[src/rtl/stream_deserializer_flushable.sv]
// Stream deserializer with early close, flush and synchronous clear.
//
// Collects Ratio input beats of type T into one output word. A beat with
// last_i set closes the word early, and slots that were never written read
// as '0. flush_i throws away a partially assembled word. clr_i returns
// every register to its reset value.
//
// Ports
//   clk_i    : clock; all state changes on the rising edge
//   rst_ni   : asynchronous reset, active low
//   clr_i    : synchronous clear of all state (highest priority)
//   flush_i  : synchronous discard of the partial word; the beat offered
//              in the same cycle is dropped
//   valid_i  : input beat valid
//   ready_o  : input beat accepted when high together with valid_i
//   data_i   : input beat
//   last_i   : this beat closes the current word
//   valid_o  : output word valid
//   ready_i  : downstream accepts the word
//   data_o   : output word; slot k holds the k-th accepted beat
//   cnt_o    : number of valid slots (1..Ratio) while valid_o is high

module stream_deserializer_flushable #(
    parameter type         T     = logic,
    parameter int unsigned Ratio = 4
) (
    input  logic                       clk_i,
    input  logic                       rst_ni,
    input  logic                       clr_i,
    input  logic                       flush_i,
    input  logic                       valid_i,
    output logic                       ready_o,
    input  T                           data_i,
    input  logic                       last_i,
    output logic                       valid_o,
    input  logic                       ready_i,
    output T                           data_o [Ratio],
    output logic [$clog2(Ratio+1)-1:0] cnt_o
);

    localparam int unsigned CntW = $clog2(Ratio + 1);
    localparam int unsigned IdxW = (Ratio > 1) ? $clog2(Ratio) : 1;

    if (Ratio == 0 || Ratio > 16) begin : gen_ratio_check
        $error("stream_deserializer_flushable: Ratio must be in 1..16");
    end

    // One buffer serves both roles: the word being assembled while full_q
    // is low, and the word on offer while full_q is high. A new word can
    // only start filling in the same cycle the old one is handed off, so
    // the two never coexist.
    T                  buf_q [Ratio];
    T                  buf_d [Ratio];
    logic [IdxW-1:0]   cnt_q, cnt_d;
    logic [CntW-1:0]   out_cnt_q, out_cnt_d;
    logic              full_q, full_d;

    logic accept;
    logic handshake;
    logic complete;

    assign ready_o   = !full_q || ready_i;
    assign valid_o   = full_q;
    assign cnt_o     = out_cnt_q;
    assign data_o    = buf_q;

    assign handshake = full_q && ready_i;
    assign accept    = valid_i && ready_o && !flush_i;
    assign complete  = (cnt_q == IdxW'(Ratio - 1)) || last_i;

    always_comb begin
        buf_d     = buf_q;
        cnt_d     = cnt_q;
        out_cnt_d = out_cnt_q;
        full_d    = full_q;

        if (handshake) begin
            full_d    = 1'b0;
            out_cnt_d = '0;
            for (int i = 0; i < int'(Ratio); i++) begin
                buf_d[i] = '0;
            end
        end

        // While full_q is set the partial word is empty, so a flush only
        // has something to discard when no word is pending.
        if (flush_i && !full_q) begin
            cnt_d = '0;
            for (int i = 0; i < int'(Ratio); i++) begin
                buf_d[i] = '0;
            end
        end

        // cnt_q is always 0 while full_q is set, so a beat accepted during
        // a handshake lands in slot 0 of the freshly zeroed buffer.
        if (accept) begin
            buf_d[cnt_q] = data_i;
            if (complete) begin
                full_d    = 1'b1;
                out_cnt_d = CntW'(cnt_q) + CntW'(1);
                cnt_d     = '0;
            end else begin
                cnt_d     = cnt_q + IdxW'(1);
            end
        end

        if (clr_i) begin
            cnt_d     = '0;
            out_cnt_d = '0;
            full_d    = 1'b0;
            for (int i = 0; i < int'(Ratio); i++) begin
                buf_d[i] = '0;
            end
        end
    end

    always_ff @(posedge clk_i or negedge rst_ni) begin
        if (!rst_ni) begin
            cnt_q     <= '0;
            out_cnt_q <= '0;
            full_q    <= 1'b0;
            for (int i = 0; i < int'(Ratio); i++) begin
                buf_q[i] <= '0;
            end
        end else begin
            cnt_q     <= cnt_d;
            out_cnt_q <= out_cnt_d;
            full_q    <= full_d;
            buf_q     <= buf_d;
        end
    end

`ifndef SYNTHESIS
    always @(posedge clk_i) begin
        if (rst_ni && flush_i && valid_i) begin
            $warning("stream_deserializer_flushable: beat dropped by flush_i");
        end
    end
`endif

endmodule

[config.mk]
export PLATFORM = sky130hd
export DESIGN_NAME = stream_deserializer_flushable
export DESIGN_NICKNAME = d
export VERILOG_FILES = /design/src/rtl/stream_deserializer_flushable.sv
export SDC_FILE = /design/constraint.sdc
export NUM_CORES = 1
export LEC_CHECK = 0
export CAP_MARGIN = 25
export CORE_ASPECT_RATIO = 0.9
export CORE_MARGIN = 2
export CORE_UTILIZATION = 35
export DETAILED_ROUTE_END_ITERATION = 7
export REMOVE_ABC_BUFFERS = 1
export SYNTH_ARGS = -nofsm -noshare
export SYNTH_HDL_FRONTEND = slang
export SYNTH_SLANG_ARGS = --single-unit
[constraint.sdc]
create_clock -name clk_i -period 1.98 [get_ports clk_i]
set_clock_uncertainty 0.05 [all_clocks]
set_input_delay 0.198 -clock clk_i [delete_from_list [all_inputs] [get_ports clk_i]]
set_output_delay 0.198 -clock clk_i [all_outputs]
set_load 0.01 [all_outputs]
==> summary.txt, run 1 <==
Critical path
  • Worst path required time: around 1.7 ns
  • Critical Path Fanout Max: 8
  • Worst R2R Setup Slack: 0.45 ns
  • CP startpoint: valid_o
  • R2R cell count: 4
  • CP endpoint kind: output port
  • CP arrival: about 1.5 ns
  • FF-to-FF End: cnt_o[0]
  • Critical path type: flop to output port
  • R2R Path Start: cnt_q[0]
  • Worst setup SP type: flop

Clock network
  • Clock buffer depth: 2
  • Root buf cell: clkbuf_4
  • CTS buffer count: 3
  • H-tree level count: 1
  • Clock-pin slew on the worst setup and hold paths: roughly 0.07 ns
  • Resized cells post-CTS: 0
  • Skew-Pair Late Insertion Delay: about 0.26 ns
  • CTS tree: built
  • Post-CTS Hold Fix Bufs: 0
  • Post-CTS Setup Repair Bufs: 0
  • Sink Count: 10

Power
  • Worst VDD drop: 287 µV
  • Cell Int Power: between 300 and 400 µW
  • Leakage power: 0.366 nW
  • Power after layout: 466 µW
  • Sequential share of power: 0.458
  • Pwr Density: between 500 and 600 nW/µm²
  • Net Sw Power: around 110 µW
  • Combinational Power Share: 0.151
  • Sw Share: 0.239
  • Clock Power Share: 0.391

Placement
  • Post-placement cell area: around 800 µm²
  • Gpl congestion: between 0.7 and 0.8
  • DP Cell Count: 97
  • IO buf count: 16
  • Pre-CTS WS: 0.198 ns

Min path
  • Hold crit path type: input port to async pin

Drt
  • WL per Instance: roughly 14 µm
  • DRC violations left: 0
  • Pre-Repair DR Iteration Count: 4
  • Drt via density: slightly above 5
  • Post-DRT Antenna Nets: 0
  • Post-Route WL: approximately 1.4 mm
  • Initial DRC count: 14
  • Via count: 517

GRT
  • Initial antenna violation count: 0
  • Tot GR Track Use: 0.168
  • Remaining global-route overflow: 0
  • Wire length of the first global-routing pass: 2.37 mm
  • Via count of the first global-routing pass: 504
  • Pin count of the biggest net entering global routing: 11

Cells and area
  • # diodes: 0
  • FF+latch area: about 250 µm²
  • Most common cell after layout, fill and taps aside: clkdlybuf4s50_1
  • Cell area after layout: around 830 µm²
  • Layout cells sized above 1: 0.130
  • Post-Layout Cell Count: ~100
  • Multi-input logic area: ~340 µm²
  • Filler Cells Inserted: about 170
  • Commonest cells after routing, fill and taps aside: clkdlybuf4s50_1 (16), dfrtp_1 (10), mux2i_1 (5)
  • Layout area overhead: 37.8%
  • Fin nets: 90
  • Final core utilization: 0.507

Synthesis
  • Synth Area in Compound Gates: 0.159
  • Avg Cell Area, Syn: around 11 µm²
  • Mapped Area: approximately 610 µm²
  • Mapped Cells: 57
  • Yosys reg bits: 10
  • Yosys warns: 0
  • XOR/XNOR Fraction of Synth Area: 0
  • Area share of fa/ha/maj cells after synthesis: 0.0826
  • Main combinational cell family by area after synthesis: simple AND/OR/NAND/NOR gates
  • Post-synthesis mux area share: 0.0826
  • Distinct cells, synth: 25
  • Simple-gate share of the synthesized area: 0.229
  • Sequential cell area fraction in the yosys report: 0.413

Timing
  • Final setup violation count: 0
  • Fin crit share: 0.905
  • Final hold vios: 0
  • Max Slew Vio Count: 0
  • Setup slack after layout: roughly 0.19 ns
  • Relative slew margins: 0.686
  • RSZ-0062 raised after global routing: false
  • Final min period: about 1.8 ns
  • Worst-margin pin slew: 0.469 ns
  • Fmax: 558 MHz
  • Worst hold margin: 0.196 ns
  • Setup TNS: 0 ns

Floorplan
  • Core ar.: approximately 1600 µm²
  • Initial Util: 0.368
  • Die Y: around 43 µm
  • I/O pins: 17
  • Die ar.: 2080 µm²
  • Rows: 14
  • Die W: between 40 and 50 µm

Run
  • Max-cap violations: 0

Outcome
  • Status: finished clean
[cell type report]
class	instances	share of cell area
clock buffers	4	0.0435
inverters	4	0.0180
multi-input cells	42	0.402
flip-flops and latches	10	0.300
well taps	24	0.0360
repair buffers	17	0.201
[flip-flops by register name, summed over array words and instances (netlist names)]
name     flops
cnt_o        3
valid_o      1
cnt_q        2
data_o       4
[worst max path at each step]
stage                     endpoint  depth (start not counted)  slack (ns)
after floorplan           cnt_o[0]                          4        0.66
after global placement     ready_o                          4        0.23
after detailed placement   ready_o                          4        0.20
after CTS                  ready_o                          3        0.17
after global routing       ready_o                          3        0.11
final                      ready_o                          3        0.19
[critical path, stage by stage, from the launching register on]
cell and delay (ns):
dfrtp_1 0.43, nor2b_4 0.17, inv_2 0.12, clkdlybuf4s50_1 0.56
[cells by family (layout without fill, tap and decap cells)]
| kind of cell | after synthesis | count (layout) |
|---|---|---|
| AO/OA/AOI/OAI | 11 | 11 |
| adder cells (fa/ha/maj) | 4 | 4 |
| buffers and inverters | 5 | 25 |
| flip-flops | 10 | 10 |
| multiplexers | 5 | 5 |
| AND/OR/NAND/NOR | 22 | 22 |
[synth_stat cells]
library cell  instances  area (µm²)
nand3_1               3        15.0
o21a_1                1        7.51
a21oi_1               2        10.0
and2b_2               1        8.76
nor2b_4               1        13.8
buf_2                 1        5.00
inv_2                 1        3.75
nor3_1                1        5.00
nor4_1                1        6.26
o41ai_2               1        16.3
o311ai_1              3        26.3
o2111ai_1             1        8.76
o32ai_1               1        8.76
nor2_1                3        11.3
o22a_1                1        8.76
nand2_1               2        7.51
mux2i_1               5        50.1
nor2b_1               2        12.5
ha_1                  4        50.1
dfrtp_1              10         250
nand3b_1              4        30.0
a32o_1                1        10.0
inv_1                 3        11.3
nand2b_1              3        18.8
nand3_2               1        10.0
[routing by layer]
metal	global-route usage	up-vias	wire length, µm	share of wire
met4	0.0811	0	14	0.010
met5	0	-	0	0
met2	0.232	13	651	0.47
met1	0.236	250	650	0.47
li1	-	252	-	-
met3	0.0500	2	72	0.052
[power by group through the flow]
stage	clock network [mW]	registers [mW]	logic, mW
5_1_grt	0.202	0.215	0.0778
4_1_cts	0.191	0.213	0.0713
6_report	0.182	0.214	0.0702
2_1_floorplan	0	0.218	0.0289
3_5_place_dp	0	0.217	0.0711
3_3_place_gp	0	0.217	0.0700
(Power assumes the default switching activity.)
==> inputs of run 2 (changes only) <==
- CELL_PAD_IN_SITES_DETAIL_PLACEMENT: not set -> 0
- CELL_PAD_IN_SITES_GLOBAL_PLACEMENT: not set -> 1
- PLACE_DENSITY_LB_ADDON: not set -> 0.1
==> run 2 against run 1 <==
  * Via count down 4.6%
  * Clock-buffer cell count fell by 1
  * Worst setup slack improved by 0.018 ns
  * Non-clock buffer count unchanged
  * Critical path depth stayed put
  * Routed wire length shrank 6.8%
  * Sequential share of layout area rose by 0.50 points
  * Global-route usage shrank 2.7 points
  * Die area unchanged
  * Worst hold slack better by 0.013 ns
  * Sequential power barely moved
  * Final cell count is 0.99% lower
  * Critical endpoint unchanged
==> summary.txt, run 2 (synthesis results as in run 1) <==
Power
  • Pwr Density: 517 nW/µm² (-7.5%)
  • Net Sw Power: 110 µW (-0.81%)
  • Worst VDD drop: 338 µV (+18%)
  • Sequential share of power: 0.503 (+0.045)
  • Power after layout: 424 µW (-9.1%)
  • Clock Power Share: 0.331 (-0.060)
  • Leakage power: 0.359 nW (-2.0%)
  • Sw Share: 0.260 (+0.0216)
  • Combinational Power Share: 0.166 (+0.015)
  • Cell Int Power: 314 µW (-12%)

Cells and area
  • Layout cells sized above 1: 0.118 (-0.0114)
  • Fin nets: 90 (unchanged)
  • Max reg flops: 4 (unchanged)
  • Commonest cells after routing, fill and taps aside: clkdlybuf4s50_1 (16), dfrtp_1 (10), mux2i_1 (5)
  • Most common cell after layout, fill and taps aside: clkdlybuf4s50_1
  • # diodes: 0 (unchanged)
  • Layout area overhead: 35.5%

Timing
  • Fmax: 563 MHz (+1.0%)
  • Worst hold margin: 0.209 ns (+0.0130 ns)
  • Relative slew margins: 0.677 (-0.00894)
  • Fin crit share: 0.896 (-0.00907)
  • Final hold vios: 0 (unchanged)
  • Worst-margin pin slew: 0.482 ns (+0.0134 ns)
  • RSZ-0062 raised after global routing: false
  • Final setup violation count: 0 (unchanged)
  • Setup TNS: 0 ns (unchanged)
  • Max Slew Vio Count: 0 (unchanged)
  • Final min period: 1.77 ns (-0.0180 ns)

GRT
  • Tot GR Track Use: 0.140 (-0.0275)
  • Initial antenna violation count: 0 (unchanged)
  • Via count of the first global-routing pass: 423 (-16%)
  • Pin count of the biggest net entering global routing: 11 (unchanged)
  • Remaining global-route overflow: 0 (unchanged)
  • Wire length of the first global-routing pass: 2.03 mm (-15%)

Critical path
  • Worst setup SP type: flop
  • Worst R2R Setup Slack: 0.48 ns (+0.03 ns)
  • R2R Path Start: cnt_q[0]
  • Critical Path Fanout Max: 8 (unchanged)
  • CP arrival: 1.53 ns (about the same)
  • CP endpoint kind: output port
  • FF-to-FF End: cnt_o[0]
  • R2R cell count: 4 (unchanged)
  • Critical path type: flop to output port
  • Worst path required time: 1.73 ns (about the same)

Clock network
  • Resized cells post-CTS: 0 (unchanged)
  • CTS tree: built
  • Skew-Pair Late Insertion Delay: 0.26 ns (about the same)
  • Clock buffer depth: 2 (unchanged)
  • Root buf cell: clkbuf_4
  • CTS buffer count: 3 (unchanged)
  • Clock-pin slew on the worst setup and hold paths: 0.07 ns (about the same)
  • Post-CTS Hold Fix Bufs: 0 (unchanged)
  • Post-CTS Setup Repair Bufs: 0 (unchanged)
  • H-tree level count: 1 (unchanged)
  • Sink Count: 10 (unchanged)

Run
  • Max-cap violations: 0 (unchanged)

Drt
  • Pre-Repair DR Iteration Count: 4 (unchanged)
  • Post-DRT Antenna Nets: 0 (unchanged)
  • DRC violations left: 0 (unchanged)
  • Post-Route WL: 1.29 mm (-6.8%)
  • Initial DRC count: 9 (-5)
  • WL per Instance: 12.9 µm (-5.8%)
  • Via count: 493 (-4.6%)
  • Drt via density: 4.93 (-3.7%)

Placement
  • IO buf count: 16 (unchanged)
  • Post-detail-place hpwl: roughly 1000 µm
  • Gpl congestion: 0.742 (-1.2%)

Floorplan
  • Die ar.: 2080 µm² (unchanged)
  • Initial Util: 0.368 (unchanged)
  • I/O pins: 17 (unchanged)
  • Die W: 47.8 µm (unchanged)
  • Die Y: 43.5 µm (unchanged)
  • Core ar.: 1650 µm² (unchanged)
  • Rows: 14 (unchanged)

Outcome
  • Status: finished clean

Min path
  • Hold crit path type: input port to async pin
[run 2: cell types whose count changed in the layout (fill, tap and decap cells not counted)]
cell      change
clkbuf_8      -1
[run 2: per-stage QoR]
stage	util	area [µm²]	worst slack, ns	instances
final	0.498	821	0.205	100
after global routing	0.498	821	0.118	100
after CTS	0.498	821	0.189	100
after detailed placement	0.485	798	0.218	97
after global placement	0.485	798	0.226	97
after floorplan	-	601	0.660	56
[run 2: final cells by class]
cell class / instances / area [µm²]
Fill cell: 170 / 826
Multi-Input combinational cell: 42 / 335
Sequential cell: 10 / 250
Timing Repair Buffer: 17 / 168
Tap cell: 24 / 30.0
Clock buffer: 3 / 22.5
Inverter: 4 / 15.0
[run 2: per-layer routing]
layer | vias up | share of wire | GRT usage
li1 | 250 | - | -
met1 | 235 | 0.56 | 0.228
met2 | 8 | 0.42 | 0.176
met3 | 0 | 0.024 | 0.0375
met4 | 0 | 0 | 0.0486
met5 | - | 0 | 0
[run 2: worst max-delay path: stages, from the launching register on]
cell and delay, ns:
dfrtp_1 0.42, nor2b_4 0.16, inv_2 0.13, clkdlybuf4s50_1 0.55
[run 2: how the worst max path moves through the flow]
stage                     startpoint       end  slack [ns]  cells past startpoint
after global routing         valid_o   ready_o        0.12                      3
final                        valid_o   ready_o        0.21                      3
after CTS                    valid_o   ready_o        0.19                      3
after floorplan             cnt_q[0]  cnt_o[0]        0.66                      4
after detailed placement     ready_i   ready_o        0.22                      4
after global placement       ready_i   ready_o        0.23                      4
[run 2: power by group through the flow]
| stage | clock [mW] | sequential (mW) | combinational, mW |
|---|---|---|---|
| floorplan | 0 | 0.218 | 0.0289 |
| global placement | 0 | 0.217 | 0.0700 |
| detailed placement | 0 | 0.217 | 0.0700 |
| CTS | 0.144 | 0.213 | 0.0705 |
| global route | 0.159 | 0.214 | 0.0758 |
| finish | 0.140 | 0.213 | 0.0704 |
